[config.mk]
export PLATFORM = sky130hd
export DESIGN_NAME = led_flash_ctrl
export DESIGN_NICKNAME = d
export VERILOG_FILES = /design/src/rtl/led_pkg.sv /design/src/rtl/led_phase_timer.sv /design/src/rtl/led_flash_ctrl.sv
export SDC_FILE = /design/constraint.sdc
export NUM_CORES = 1
export LEC_CHECK = 0
export CAP_MARGIN = 15
export CORE_MARGIN = 1
export CORE_UTILIZATION = 45
export CTS_CLUSTER_SIZE = 20
export DETAILED_ROUTE_END_ITERATION = 8
export HOLD_SLACK_MARGIN = 0.05
export PLACE_DENSITY = 0.67
export SLEW_MARGIN = 20
export SYNTH_ARGS = -nofsm -noshare
export SYNTH_HDL_FRONTEND = slang
export SYNTH_SLANG_ARGS = --single-unit
[constraint.sdc]
create_clock -name clk -period 2.1 [get_ports clk]
set_input_delay 0.315 -clock clk [delete_from_list [all_inputs] [get_ports clk]]
set_output_delay 0.315 -clock clk [all_outputs]
set_load 0.01 [all_outputs]
[src/rtl/led_pkg.sv]
// Shared types and constants for the LED flash controller.
package led_pkg;

  localparam int unsigned TIMES_W             = 6;
  localparam int unsigned HALF_PERIOD_DEFAULT = 12_500_000;  // 0.25 s at 50 MHz

  localparam logic MODE_BLINK = 1'b0;
  localparam logic MODE_RUN   = 1'b1;

  typedef enum logic [2:0] {
    StIdle,
    StOn,
    StOff,
    StDone,
    StWaitLow
  } led_state_e;

endpackage

[src/rtl/led_phase_timer.sv]
// Phase counter shared by the ON and OFF phases; wraps to zero at terminal count.
module led_phase_timer #(
  parameter int unsigned HALF_PERIOD = 4,
  parameter int unsigned CNT_W       = 24
) (
  input  logic clk,
  input  logic rst_n,
  input  logic clr,
  input  logic en,
  output logic tc
);

  localparam logic [CNT_W-1:0] TcVal = CNT_W'(HALF_PERIOD - 1);

  logic [CNT_W-1:0] cnt_q;

  assign tc = (cnt_q == TcVal);

  // Clear has priority; an enabled count restarts from zero after terminal count.
  always_ff @(posedge clk or negedge rst_n) begin
    if (!rst_n) begin
      cnt_q <= '0;
    end else if (clr) begin
      cnt_q <= '0;
    end else if (en) begin
      cnt_q <= tc ? '0 : cnt_q + 1'b1;
    end
  end

endmodule

[src/rtl/led_flash_ctrl.sv]
// Flashes the LEDs a requested number of times, then pulses flash_done once.
module led_flash_ctrl
  import led_pkg::*;
#(
  parameter int unsigned HALF_PERIOD = HALF_PERIOD_DEFAULT,
  parameter int unsigned LED_W       = 4,
  parameter int unsigned CNT_W       = 24
) (
  input  logic               clk,
  input  logic               rst_n,
  input  logic               en,
  input  logic               mode,
  input  logic [TIMES_W-1:0] times,
  output logic               flash_done,
  output logic [LED_W-1:0]   led,
  output logic               busy
);

  localparam int unsigned      PosW   = (LED_W > 1) ? $clog2(LED_W) : 1;
  localparam logic [PosW-1:0]  PosMax = PosW'(LED_W - 1);
  localparam logic [LED_W-1:0] LedOne = LED_W'(1);

  led_state_e         state_q, state_d;
  logic [LED_W-1:0]   led_q, led_d;
  logic               flash_done_q, flash_done_d;
  logic [TIMES_W-1:0] remain_q, remain_d;
  logic [PosW-1:0]    pos_q, pos_d;
  logic               mode_q, mode_d;
  logic [PosW-1:0]    pos_next;
  logic               timer_clr, timer_en, phase_tc;

  function automatic logic [LED_W-1:0] on_pattern(input logic m, input logic [PosW-1:0] p);
    return (m == MODE_RUN) ? (LedOne << p) : {LED_W{1'b1}};
  endfunction

  assign pos_next = (pos_q == PosMax) ? '0 : pos_q + 1'b1;

  led_phase_timer #(
    .HALF_PERIOD (HALF_PERIOD),
    .CNT_W       (CNT_W)
  ) u_timer (
    .clk   (clk),
    .rst_n (rst_n),
    .clr   (timer_clr),
    .en    (timer_en),
    .tc    (phase_tc)
  );

  // Next-state, LED pattern and done-pulse decode.
  always_comb begin
    state_d      = state_q;
    led_d        = led_q;
    flash_done_d = 1'b0;
    remain_d     = remain_q;
    pos_d        = pos_q;
    mode_d       = mode_q;
    timer_clr    = 1'b0;
    timer_en     = 1'b0;
    unique case (state_q)
      StIdle: begin
        timer_clr = 1'b1;
        led_d     = '0;
        if (en) begin
          mode_d   = mode;
          remain_d = times;
          if (times == '0) begin
            state_d = StDone;
          end else begin
            state_d = StOn;
            led_d   = on_pattern(mode, pos_q);
          end
        end
      end
      StOn: begin
        if (!en) begin
          timer_clr = 1'b1;
          led_d     = '0;
          state_d   = StIdle;
        end else begin
          timer_en = 1'b1;
          if (phase_tc) begin
            led_d   = '0;
            state_d = StOff;
          end
        end
      end
      StOff: begin
        if (!en) begin
          timer_clr = 1'b1;
          led_d     = '0;
          state_d   = StIdle;
        end else begin
          timer_en = 1'b1;
          if (phase_tc) begin
            remain_d = remain_q - 1'b1;
            pos_d    = pos_next;
            if (remain_q == TIMES_W'(1)) begin
              flash_done_d = 1'b1;
              state_d      = StDone;
            end else begin
              led_d   = on_pattern(mode_q, pos_next);
              state_d = StOn;
            end
          end
        end
      end
      StDone: begin
        // A zero-count request enters without a pulse, so it pulses on the way out.
        timer_clr    = 1'b1;
        flash_done_d = ~flash_done_q;
        state_d      = StWaitLow;
      end
      StWaitLow: begin
        timer_clr = 1'b1;
        if (!en) begin
          state_d = StIdle;
        end
      end
      default: begin
        timer_clr = 1'b1;
        led_d     = '0;
        state_d   = StIdle;
      end
    endcase
  end

  // State and registered outputs.
  always_ff @(posedge clk or negedge rst_n) begin
    if (!rst_n) begin
      state_q      <= StIdle;
      led_q        <= '0;
      flash_done_q <= 1'b0;
      remain_q     <= '0;
      pos_q        <= '0;
      mode_q       <= 1'b0;
    end else begin
      state_q      <= state_d;
      led_q        <= led_d;
      flash_done_q <= flash_done_d;
      remain_q     <= remain_d;
      pos_q        <= pos_d;
      mode_q       <= mode_d;
    end
  end

  assign led        = led_q;
  assign flash_done = flash_done_q;
  assign busy       = (state_q == StOn) || (state_q == StOff) || (state_q == StDone);

endmodule

# Yosys cells after proc, flatten, opt, wreduce, memory -nomap -nowiden
# Index checks and enable logic that the tools add are counted.
[totals] reg_bits=41 input_bits=10 out_inout_bits=6 elab_cells=76
[classes] n_addsub=3 n_eq_ne=14 shift=2 muxes=35 n_bitwise=2 reduce_logical=13
[op_table] operator="$mux W24" n=3
[op_table] operator="$mux W4" n=9
[op_table] operator="$add A24 B1 Y24 const B" n=1
[op_table] operator="$eq A24 B24 Y1 const B" n=1
[op_table] operator="$mux W3" n=6
[op_table] operator="$mux W6" n=3
[op_table] operator="$pmux W4 S4" n=1
[op_table] operator="$pmux W3 S5" n=1
[op_table] operator="$pmux W6 S2" n=1
[op_table] operator="$reduce_and A4 Y1" n=3
[op_table] operator="$shl A1 B2 Y4 const A" n=2
[op_table] operator="$mux W1" n=7
[op_table] operator="$eq A3 B2 Y1 const B" n=2
[op_table] operator="$eq A6 B1 Y1 const B" n=1
[op_table] operator="$logic_not A6 Y1" n=1
[op_table] operator="$mux W2" n=3
[op_table] operator="$ne A2 B2 Y1 const B" n=3
[op_table] operator="$ne A3 B2 Y1 const B" n=2
[op_table] operator="$sub A6 B1 Y6 const B" n=1
[op_table] operator="$reduce_bool A2 Y1" n=2
[op_table] operator="$reduce_or A2 Y1" n=2
[op_table] operator="$eq A3 B1 Y1 const B" n=1
[op_table] operator="$eq A3 B3 Y1 const B" n=1
[op_table] operator="$logic_not A3 Y1" n=1
[op_table] operator="9 further kinds" n=11

# Longest topological paths before layout
[depth] ltp_word=8 depth_mapped=7

# Modules after synthesis
# Synthesis repeated with hierarchy kept, for this count alone.
[unflattened] hier_cells=284 area_unflattened_um2=2603.7
[by_module_without_submodules] mod="led_phase_timer" instances=1 cells_each=163 area_per_inst_um2=1461.4 seq_area_each_um2=600.6
[by_module_without_submodules] mod="led_flash_ctrl" instances=1 cells_each=121 area_per_inst_um2=1142.3 seq_area_each_um2=425.4

# Least setup slack after synthesis
# Ideal clock, no wire load.
[synth_timing] path_type="register -> register" from="register u_timer.cnt_q[0]" to="register pos_q[1]" setup_time_ps=125 t_arrival_ps=1671 required_ps=1975 slack_ps=304 stages_incl_launch_ff=6 path_buffers=0 path_cell_list="dfrtp_1 ha_1 and4_1 nand3_2 or3_4 mux2_4"
[synth_via] elab_chain_len=2
[synth_lines] element="start, declared" line_no="led_phase_timer.sv:15" text="logic [CNT_W-1:0] cnt_q;"
[synth_lines] element="start signal, assigned" line_no="led_phase_timer.sv:26" text="cnt_q <= tc ? '0 : cnt_q + 1'b1;"
[synth_lines] element="$eq A24 B24 Y1" line_no="led_phase_timer.sv:17" text="assign tc = (cnt_q == TcVal);"
[synth_lines] element="$reduce_and A3 Y1 (no line)"
[synth_lines] element="end signal, assigned" line_no="led_flash_ctrl.sv:141" text="pos_q <= pos_d;"
[synth_lines] element="end, declared" line_no="led_flash_ctrl.sv:27" text="logic [PosW-1:0] pos_q, pos_d;"
# Every way passes these cells.
# A chain may end at the register's enable or synchronous reset.

# Worst setup path after layout
[layout_timing] from="register state_q[0]" to="output port busy"
[layout_via] elab_chain_len=3 elab_cells_between_ends=5 cone_classes="eq/ne (3); reduce/logical (2)"
[layout_lines] element="start, declared" line_no="led_flash_ctrl.sv:23" text="led_state_e state_q, state_d;"
[layout_lines] element="start signal, assigned" line_no="led_flash_ctrl.sv:130" text="state_q <= StIdle;"
[layout_lines] element="start signal, assigned" line_no="led_flash_ctrl.sv:137" text="state_q <= state_d;"
[layout_lines] element="$eq A3 B1 Y1 / $eq A3 B2 Y1 (equally long branches)" line_no="led_flash_ctrl.sv:148" text="assign busy = (state_q == StOn) || (state_q == StOff) || (state_q == StDone);"
[layout_lines] element="$logic_or A1 B1 Y1" line_no="led_flash_ctrl.sv:148"
[layout_lines] element="$logic_or A1 B1 Y1 (*)" line_no="led_flash_ctrl.sv:148"
[layout_lines] element="end, declared" line_no="led_flash_ctrl.sv:16" text="output logic busy"
# Every way passes the cells marked *; elsewhere a longest branch is shown, timed or not.

==> summary.txt <==
status -> finished clean
critical path start-end classification -> reg2out
total gr overflow -> 0
DP HPWL -> 3260 um
type of origin of the critical path -> register
Num Clock Sinks -> 41
slew of the pin with the lowest slew margin -> 515 ps
GRT Util Overall -> 18.5%
maximum vdd drop -> 0.373 mV
CTS buffer count -> 5
DRT Wirelength -> 4460 um
required time of the critical path -> 1780 ps
share of cells above drive strength 1 -> 12.4%
Cells after Synth -> 250
Final setup viols -> 0
global placer's final weighted congestion -> 0.820
register cell area after layout -> 1030 um2
Rel. slew slack -> 65.7%
CTS hold repair buffers -> 0
pre-CTS setup slack -> 102 ps
number of post-CTS setup repair buffers -> 0
die area -> 5610 um2
# nets final -> 290
post-route clock period utilization -> 92.1%
leak pwr -> 1.10 nW
initial antenna violation count -> 0
clock-pin transition on the worst setup and hold timing paths -> 80 ps
RSZ-0062 raised after global routing -> no
final design area excluding fillers -> 2750 um2
1st-pass router iterations -> 4
syn_area_per_cell -> 9.56 um2
final worst path period need -> 1930 ps
core area -> 5110 um2
MaxCap Viol Count -> 0
via count -> 1817
final worst slack -> 166 ps
reg2reg start -> u_timer.cnt_q[0]
DRC errors left -> 0
Final Hold Fails -> 0
Max Fclk -> 0.517 GHz
largest net degree at the start of global routing -> 42
worst-path fanout max -> 10
Ys Warns -> 0
distinct cell type count after synthesis -> 45
area of the multi-input gates -> 1310 um2
worst min path class -> in2async
initial cell density of the core -> 46.8%
vias per cell -> 5.28
hold slack final -> 68.5 ps
PD cells -> 884 nW/um2
Pins Over Slew Limit -> 0
wl on met1 -> 2160 um
critical path endpoint category -> primary output
CTS tree -> yes
final antenna-violating net count -> 0
first-pass GRT wire length -> 7800 um
top sig layer -> met4
worst endpoint data arrival time -> 1620 ps
Clock Latency Late Sink -> 290 ps
setup tns final -> 0 ps
placed inst area -> 2650 um2
wire per inst -> 13.0 um
Ports -> 16
Longest Clk Path Bufs -> 2
diode count -> 0
vias in the first global route -> 1754
die width -> 74.9 um
std cell rows -> 26
worst setup path start -> state_q[0]
register area share after synthesis -> 42.9%
Starting DRT DRC Count -> 83
Mapped Area -> 2390 um2
Net Count, Synth -> 267
final-layout fill cell count -> 484
Area Overhead vs Synth -> 15.1%
H-tree depth -> 2
Root Driver -> clkbuf_8
flops & latches, synth -> 41
length of routed met2 wiring -> 2110 um
Die Height -> 74.9 um
Clock Skews -> 4.71 ps
met3 wire len -> 174 um
Port Buffers -> 15
-- cell usage after synthesis (all sizes together) --
master / instances / area share [%]
o2bb2ai: 1 / 0.37
nor3: 10 / 2.1
o22ai: 4 / 1.0
a21oi: 4 / 0.84
nor4: 7 / 2.6
nand2b: 3 / 1.4
nand4b: 2 / 0.73
nand4: 9 / 2.6
a21o: 1 / 0.31
xor2: 9 / 3.3
nor2: 41 / 6.4
dfrtp: 41 / 43
and3: 4 / 1.0
inv: 6 / 0.94
o211ai: 1 / 0.89
a31oi: 6 / 1.6
mux2: 8 / 3.9
a22oi: 2 / 0.63
and3b: 1 / 0.37
xnor2: 15 / 5.5
a22o: 1 / 0.37
o21bai: 1 / 0.79
or2: 2 / 0.52
or3: 3 / 0.99
nor2b: 10 / 2.6
buf: 5 / 1.2
o31ai: 1 / 0.31
nand2: 22 / 3.6
and4: 2 / 0.73
clkbuf: 2 / 0.31
o21ai: 5 / 1.5
nor4b: 2 / 0.99
ha: 7 / 3.7
nand3: 12 / 2.9
-- routing by layer --
layer | vias to the layer above | track usage [%]
li1 | 925 | -
met1 | 862 | 23.2
met2 | 26 | 31.9
met3 | 4 | 4.69
met4 | 0 | 4.61
met5 | - | 0
-- stage by stage --
step | util, % | total power, mW | std cells
finish | 53.9 | 2.43 | 344
global route | 53.9 | 2.62 | 344
CTS | 53.8 | 2.47 | 344
detailed placement | 51.9 | 1.90 | 336
global placement | 51.9 | 1.88 | 336
floorplan | - | 1.64 | 250
-- critical path, cell delays in order, from the launching register on --
cell and delay (ps):
dfrtp_1 520, nor2_1 130, nor2_1 120, clkdlybuf4s50_1 550
-- state kept, by name, summed over array words and instances (netlist names) --
| signal | flops |
|---|---|
| u_timer.cnt_q | 24 |
| remain_q | 6 |
| led | 4 |
| state_q | 3 |
| pos_q | 2 |
| flash_done | 1 |
| mode_q | 1 |
-- timing repair --
action | CTS | global route
hold endpoints to repair | 0 | 0
resized for setup | 0 | 1
setup endpoints to repair | 0 | 1
-- path summary, 6_finish.rpt --
kind,endpoint,slack (ps),cells past startpoint
max in group asynchronous,state_q[1],1650,2
max reg2reg,pos_q[1],180,5
min in group clk,u_timer.cnt_q[0],490,1
min reg2reg,u_timer.cnt_q[0],490,1
min,led[2],70,2
max,busy,170,3
-- cell usage in the layout, fill, tap and decap left out, types with 2 or more instances in the layout --
master	synthesis	routed
and4_1	2	2
o22ai_1	4	4
nand3_2	2	2
a22oi_1	2	2
clkdlybuf4s50_1	0	14
clkbuf_8	0	7
nand3_1	10	10
xor2_1	9	9
nor2_1	41	41
nor4_1	4	4
nor3_1	10	10
nand2_1	21	21
or3_1	2	2
inv_1	6	6
buf_4	1	8
nand4_1	8	8
or2_1	2	2
mux2_1	6	6
nor2b_1	10	10
nand2b_4	2	2
a21oi_1	4	4
nor4_2	3	3
nand4b_1	2	2
a31oi_1	6	6
ha_1	7	7
dfrtp_1	41	40
o21ai_0	4	4
and3_1	4	4
xnor2_1	15	15
-- logic make-up (layout without fill, tap and decap cells) --
logic type	count (synthesis)	after routing	synth area share, %
mux	8	8	3.92
fa+ha+maj	7	7	3.66
buf+inv	13	37	2.41
xor+xnor	24	24	8.79
flops	41	41	42.9
simple gates	130	130	29.7
compound gates	27	27	8.63
-- power by group --
group	internal [mW]	total, mW	switching (mW)
Sequential	0.920	1.07	0.150
Clock	0.297	0.560	0.263
Combinational	0.400	0.801	0.402
Total	1.62	2.43	0.815
-- area by class of cell --
| class | instances | share of cell area, % |
|---|---|---|
| clock buffer | 7 | 3.50 |
| timing repair buffer | 23 | 7.46 |
| multi-input combinational | 196 | 47.5 |
| inverter | 6 | 0.819 |
| sequential | 41 | 37.3 |
| tap | 70 | 3.18 |
| clock inverter | 1 | 0.182 |
Power figures use the tool's default switching activity.
